`src/rtl/lifo_pkg.sv`:
```
// ----------------------------------------------------------------------------
// lifo_pkg
// Shared defaults and sizing helpers for the LIFO block.
//   DEF_SIZEDATA  : default data word width in bits
//   DEF_DEPTHLIFO : default number of storage entries (must be >= 2)
//   cnt_width()   : width of a counter that must hold 0..depth inclusive
//   addr_width()  : width of an index that must address 0..depth-1
// ----------------------------------------------------------------------------
package lifo_pkg;

   localparam int DEF_SIZEDATA  = 32;
   localparam int DEF_DEPTHLIFO = 8;

   // The occupancy counter must represent "full", i.e. the value depth
   // itself, which is why the argument is depth+1 rather than depth.
   function automatic int cnt_width(input int depth);
      return (depth < 1) ? 1 : $clog2(depth + 1);
   endfunction

   // An index into a depth-entry array; never narrower than one bit.
   function automatic int addr_width(input int depth);
      return (depth < 2) ? 1 : $clog2(depth);
   endfunction

endpackage : lifo_pkg

```
`src/rtl/lifo_mem.sv`:
```
// ----------------------------------------------------------------------------
// lifo_mem
// DEPTHLIFO x SIZEDATA register array used as LIFO storage.
// One synchronous write port and one combinational read port.
//   clk_i    : clock, writes happen on its rising edge
//   i_we     : write enable
//   i_waddr  : write index
//   i_wdata  : write data
//   i_raddr  : read index
//   o_rdata  : read data, combinational from i_raddr and array contents
// ----------------------------------------------------------------------------
module lifo_mem
   import lifo_pkg::*;
#(
   parameter int SIZEDATA  = DEF_SIZEDATA,
   parameter int DEPTHLIFO = DEF_DEPTHLIFO,
   parameter int ADDRW     = addr_width(DEPTHLIFO)
) (
   input  logic                clk_i,
   input  logic                i_we,
   input  logic [ADDRW-1:0]    i_waddr,
   input  logic [SIZEDATA-1:0] i_wdata,
   input  logic [ADDRW-1:0]    i_raddr,
   output logic [SIZEDATA-1:0] o_rdata
);

   logic [SIZEDATA-1:0] r_mem [DEPTHLIFO];

   // NOTE: the array has no reset on purpose; validity of each entry is
   // tracked by the stack pointer in the parent, so clearing the words would
   // only add a reset net fan-out to every storage bit for no functional gain.
   always_ff @(posedge clk_i) begin
      if (i_we) begin
         r_mem[i_waddr] <= i_wdata;
      end
   end

   assign o_rdata = r_mem[i_raddr];

endmodule : lifo_mem

```
`src/rtl/lifo.sv`:
```
// ----------------------------------------------------------------------------
// lifo
// Show-ahead last-in-first-out buffer with valid/ready handshakes on both
// sides, synchronous flush and asynchronous active-low reset.
//   clk_i   : clock, all state updates on its rising edge
//   rstn_i  : asynchronous active-low reset, empties the stack immediately
//   flush_i : synchronous clear, overrides push and pop in the same cycle
//   valid_i : push request
//   data_i  : push data
//   ready_o : push accepted when high (= !full_o)
//   valid_o : top entry available (= !empty_o)
//   data_o  : current top-of-stack word, don't-care while empty
//   ready_i : pop request
//   count_o : current occupancy, 0..DEPTHLIFO
//   full_o  : occupancy == DEPTHLIFO
//   empty_o : occupancy == 0
// ----------------------------------------------------------------------------
module lifo
   import lifo_pkg::*;
#(
   parameter int SIZEDATA  = DEF_SIZEDATA,
   parameter int DEPTHLIFO = DEF_DEPTHLIFO,
   parameter int BITSCONT  = cnt_width(DEPTHLIFO)
) (
   input  logic                clk_i,
   input  logic                rstn_i,
   input  logic                flush_i,
   input  logic                valid_i,
   input  logic [SIZEDATA-1:0] data_i,
   output logic                ready_o,
   output logic                valid_o,
   output logic [SIZEDATA-1:0] data_o,
   input  logic                ready_i,
   output logic [BITSCONT-1:0] count_o,
   output logic                full_o,
   output logic                empty_o
);

   localparam int ADDRW = addr_width(DEPTHLIFO);

   // -------------------------------------------------------------------------
   // Stack pointer and its decodes
   // -------------------------------------------------------------------------
   logic [BITSCONT-1:0] r_sp;
   logic [BITSCONT-1:0] w_sp_nxt;
   logic                w_full;
   logic                w_empty;
   logic                w_push;
   logic                w_pop;
   logic                w_we;
   logic [ADDRW-1:0]    w_raddr;
   logic [ADDRW-1:0]    w_waddr;

   // Status is a pure decode of r_sp, so none of these outputs has any
   // combinational path from an input port.
   assign w_full  = (r_sp == BITSCONT'(DEPTHLIFO));
   assign w_empty = (r_sp == '0);

   assign full_o  = w_full;
   assign empty_o = w_empty;
   assign count_o = r_sp;
   assign ready_o = !w_full;
   assign valid_o = !w_empty;

   // Handshake decode. A push while full is dropped even if a pop fires in
   // the same cycle, because ready_o is taken from the current full state.
   assign w_push = valid_i && !w_full;
   assign w_pop  = ready_i && !w_empty;

   // -------------------------------------------------------------------------
   // Address selection
   // -------------------------------------------------------------------------
   // Top of stack lives at sp-1. When empty this wraps to the last entry,
   // which is harmless because data_o is a don't-care then.
   assign w_raddr = ADDRW'(r_sp - BITSCONT'(1));

   // Push-only writes the free slot at sp. Push with pop replaces the old
   // top in place at sp-1, leaving sp unchanged.
   assign w_waddr = w_pop ? w_raddr : ADDRW'(r_sp);

   // Flush wins over everything; suppressing the write keeps storage
   // untouched by a cycle whose push is being discarded anyway.
   assign w_we = w_push && !flush_i;

   // -------------------------------------------------------------------------
   // Next stack pointer
   // -------------------------------------------------------------------------
   // NOTE: every combinational output gets a default on the first line so no
   // path through the if-chain can leave it unassigned and infer a latch.
   always_comb begin
      w_sp_nxt = r_sp;
      if (flush_i) begin
         w_sp_nxt = '0;
      end else if (w_push && !w_pop) begin
         w_sp_nxt = r_sp + BITSCONT'(1);
      end else if (w_pop && !w_push) begin
         w_sp_nxt = r_sp - BITSCONT'(1);
      end
   end

   // NOTE: state registers use non-blocking assignments so every flop samples
   // the pre-edge value of its inputs, independent of block ordering.
   always_ff @(posedge clk_i or negedge rstn_i) begin
      if (!rstn_i) begin
         r_sp <= '0;
      end else begin
         r_sp <= w_sp_nxt;
      end
   end

   // -------------------------------------------------------------------------
   // Storage
   // -------------------------------------------------------------------------
   lifo_mem #(
      .SIZEDATA  (SIZEDATA),
      .DEPTHLIFO (DEPTHLIFO),
      .ADDRW     (ADDRW)
   ) u_mem (
      .clk_i   (clk_i),
      .i_we    (w_we),
      .i_waddr (w_waddr),
      .i_wdata (data_i),
      .i_raddr (w_raddr),
      .o_rdata (data_o)
   );

   // -------------------------------------------------------------------------
   // Invariant: the pointer saturates at both ends and never wraps.
   // -------------------------------------------------------------------------
   a_sp_range : assert property (
      @(posedge clk_i) disable iff (!rstn_i) r_sp <= BITSCONT'(DEPTHLIFO)
   );

endmodule : lifo

```
`config.mk`:
```
export PLATFORM = sky130hd
export DESIGN_NAME = lifo
export DESIGN_NICKNAME = d
export VERILOG_FILES = /design/src/rtl/lifo_pkg.sv /design/src/rtl/lifo_mem.sv /design/src/rtl/lifo.sv
export SDC_FILE = /design/constraint.sdc
export NUM_CORES = 1
export LEC_CHECK = 0
export CORE_AREA = 2 2 176 109
export CTS_CLUSTER_SIZE = 24
export DETAILED_ROUTE_END_ITERATION = 10
export DIE_AREA = 0 0 178 111
export PLACE_DENSITY = 0.83
export REMOVE_ABC_BUFFERS = 1
export SLEW_MARGIN = 20
export SYNTH_ARGS = -nofsm -noshare
export SYNTH_HDL_FRONTEND = slang
export SYNTH_SLANG_ARGS = --single-unit
export TNS_END_PERCENT = 1
```
`constraint.sdc`:
```
create_clock -name clk_i -period 4.5 [get_ports clk_i]
set_input_delay 1.125 -clock clk_i [delete_from_list [all_inputs] [get_ports clk_i]]
set_output_delay 1.125 -clock clk_i [all_outputs]
set_load 0.05 [all_outputs]
```
==> run_results.csv <==
group,metric,value,unit
clock_tree,holdBufCountCts,0,
floorplan,core-area,18400,sq um
clock_tree,cts-root-buf,"clkbuf_16",
floorplan,start_util,0.563,
detailed_routing,avgRoutedWirePerCell,24.2,um
clock_tree,numCtsBuffers,24,
clock_tree,clkLatencyLatePin,0.51,ns
clock_tree,cts.sinks,260,
outcome,outcome,"finished, final reports clean",
worst_setup_path,timing.rr.end,"u_mem.r_mem[5][24]",
clock_tree,clockBufferDepth,3,
yosys,ys_ff_latch,260,
worst_setup_path,ff2ff_path_depth,8,
worst_hold_path,min_from,"count_o[3]",
clock_tree,h-tree-depth,1,
detailed_routing,drt_first_iter_violations,467,
yosys,avgSynthCellArea,23.4,sq um
placement,port_buffers,76,
global_route,grt_pass1_wl,30.0,mm
clock_tree,clkTransAtPathRegs,0.07,ns
clock_tree,cts_setup_buffers,0,
worst_setup_path,rr_startpoint,"count_o[1]",
layout,syn_to_final_growth,19.1,%
worst_setup_path,cp-endpoint,"data_o[4]",
placement,place_congestion,0.712,
global_route,antenna_found_initial,2,
clock_tree,cts_resized,0,
global_route,grt_usage,0.205,
worst_setup_path,startpoint,"count_o[1]",
job,maxCapViolations,0,
sta,rsz0062_at_grt,"no",
sta,slew_viol_final,0,
global_route,grt_remaining_overflow,0,
floorplan,num_rows,39,
sta,hold_viol_final,0,
yosys,syn-cell-area,10400,sq um
worst_setup_path,endpoint_kind,"primary output",
sta,tightestPinTransition,0.581,ns
sta,min_period,4.34,ns
floorplan,die_h,111,um
layout,fill_cells,1110,
worst_setup_path,cp.required,3.38,ns
sta,period_share,0.965,
placement,post_dp_cell_area,11500,sq um
detailed_routing,avgViaCountPerCell,5.98,
worst_hold_path,holdCritPathClass,"reg2reg",
detailed_routing,drtPass1Iterations,7,
sta,timing.hold.ws,0.770,ns
detailed_routing,drc,0,
placement,hpwl,10.7,mm
global_route,grt_max_degree,69,
detailed_routing,via_count,4776,
detailed_routing,routed_wirelength,19.3,mm
yosys,synth-edff-count,256,
layout,utilization,0.671,
worst_setup_path,crit_fanout,67,
layout,finalInstanceArea,12300,sq um
worst_setup_path,r2r_slack,1.42,ns
yosys,postSynth.asyncResetShare,0.0154,
clock_tree,cts_tree,"built",
yosys,yosysWarnings,0,
floorplan,die_area,19800,sq um
worst_setup_path,cp.arrival,3.22,ns
layout,drive_gt1_frac,0.289,
yosys,syn_inst,443,
floorplan,io_pins,77,
worst_setup_path,startpoint_type,"register",
floorplan,die_x,178,um
layout,nets,573,
detailed_routing,ant_nets,0,
worst_setup_path,worstSetupPathType,"reg2out",
global_route,grt_pass1_vias,5036,
yosys,synth_cell_type_count,42,
sta,slew_headroom,0.613,
yosys,yosysSeqAreaShare,0.751,
sta,clock.fmax,230,MHz
yosys,synth-main-ff-cell,"edfxtp_1",
sta,setup_viol,0,
sta,finClkSkew,0.0139,ns
==> cell usage in the layout, fill, tap and decap left out, types with 2 or more instances in the layout <==
| cell type | count |
|---|---|
| edfxtp_1 | 256 |
| clkdlybuf4s50_1 | 59 |
| mux4_2 | 43 |
| mux2_4 | 28 |
| clkbuf_16 | 25 |
| mux4_1 | 21 |
| buf_4 | 18 |
| buf_12 | 10 |
| nor2_1 | 7 |
| nor2_4 | 6 |
| clkinv_2 | 6 |
| inv_1 | 5 |
| nand2_1 | 5 |
| bufinv_16 | 5 |
| clkinv_1 | 5 |
| mux2_2 | 4 |
| inv_2 | 3 |
| o21ai_1 | 3 |
| nand3_1 | 3 |
| dfrtp_1 | 3 |
| diode_2 | 2 |
| nor3_1 | 2 |
| nand2b_1 | 2 |
| xnor2_1 | 2 |
| a22oi_1 | 2 |
| nor2b_4 | 2 |
| o211ai_1 | 2 |
| a32o_1 | 2 |
==> per-layer routing <==
metal  wire [um]  vias up  GRT usage
li1            -     2072          -
met1        8670     2521      0.306
met2        9330      156      0.322
met3        1100       27     0.0436
met4         236        0     0.0377
met5           0        -          0
==> Yosys cell counts (4+ instances only) <==
master	n	area, sq um
buf_12	4	80.1
buf_2	8	40.0
buf_4	5	37.5
dfrtp_1	4	100
edfxtp_1	256	7690
inv_1	5	18.8
mux2_2	4	45.0
mux2_4	28	420
mux4_1	21	552
mux4_2	43	968
nand2_1	5	18.8
nor2_1	13	48.8
==> critical path, stage by stage, from the launching register on <==
cell             delay [ns]
dfrtp_1                0.47
inv_1                  0.13
ha_2                   0.36
buf_12                 0.35
mux4_1                 0.39
mux2_4                 0.28
clkdlybuf4s50_1        0.70
==> sequential cells by signal (all words and copies together) (netlist names) <==
signal       flops
count_o          4
u_mem.r_mem    256
==> cells by family after synthesis <==
| logic type | count (synthesis) | synth area share |
|---|---|---|
| mux | 97 | 0.193 |
| fa+ha+maj | 4 | 0.00447 |
| compound gates | 17 | 0.0121 |
| simple gates | 32 | 0.0157 |
| flops | 260 | 0.751 |
| buf+inv | 30 | 0.0206 |
| xor+xnor | 3 | 0.00326 |
==> cell type report <==
type                    instances  area, sq um  share of cell area
multi-input cells             153         2440               0.197
flip-flops and latches        260         7790               0.631
well taps                     246          308              0.0249
clock inverters                18          223              0.0180
inverters                       8         30.0             0.00243
repair buffers                 87          926              0.0750
diodes                          2         5.00            0.000405
clock buffers                  25          626              0.0507
==> through the flow <==
stage,setup WS (ns),TNS [ns],std cells
after global placement,0.776,0,754
after CTS,0.152,0,797
after detailed placement,0.702,0,754
after floorplan,-2.05,-514.48,421
after global routing,0.0583,0,797
final,0.157,0,799
==> worst min path at each step <==
| stage | endpoint | slack [ns] | cells after the start |
|---|---|---|---|
| 3_3_place_gp | count_o[3] | 0.73 | 2 |
| 5_1_grt | count_o[3] | 0.81 | 2 |
| 3_5_place_dp | count_o[3] | 0.76 | 2 |
| 2_1_floorplan | count_o[0] | 0.83 | 0 |
| 6_report | count_o[3] | 0.77 | 2 |
| 4_1_cts | count_o[3] | 0.77 | 2 |
Power is not shown: default switching activity piles up to over one toggle a cycle in this logic, so the estimate is an artifact.
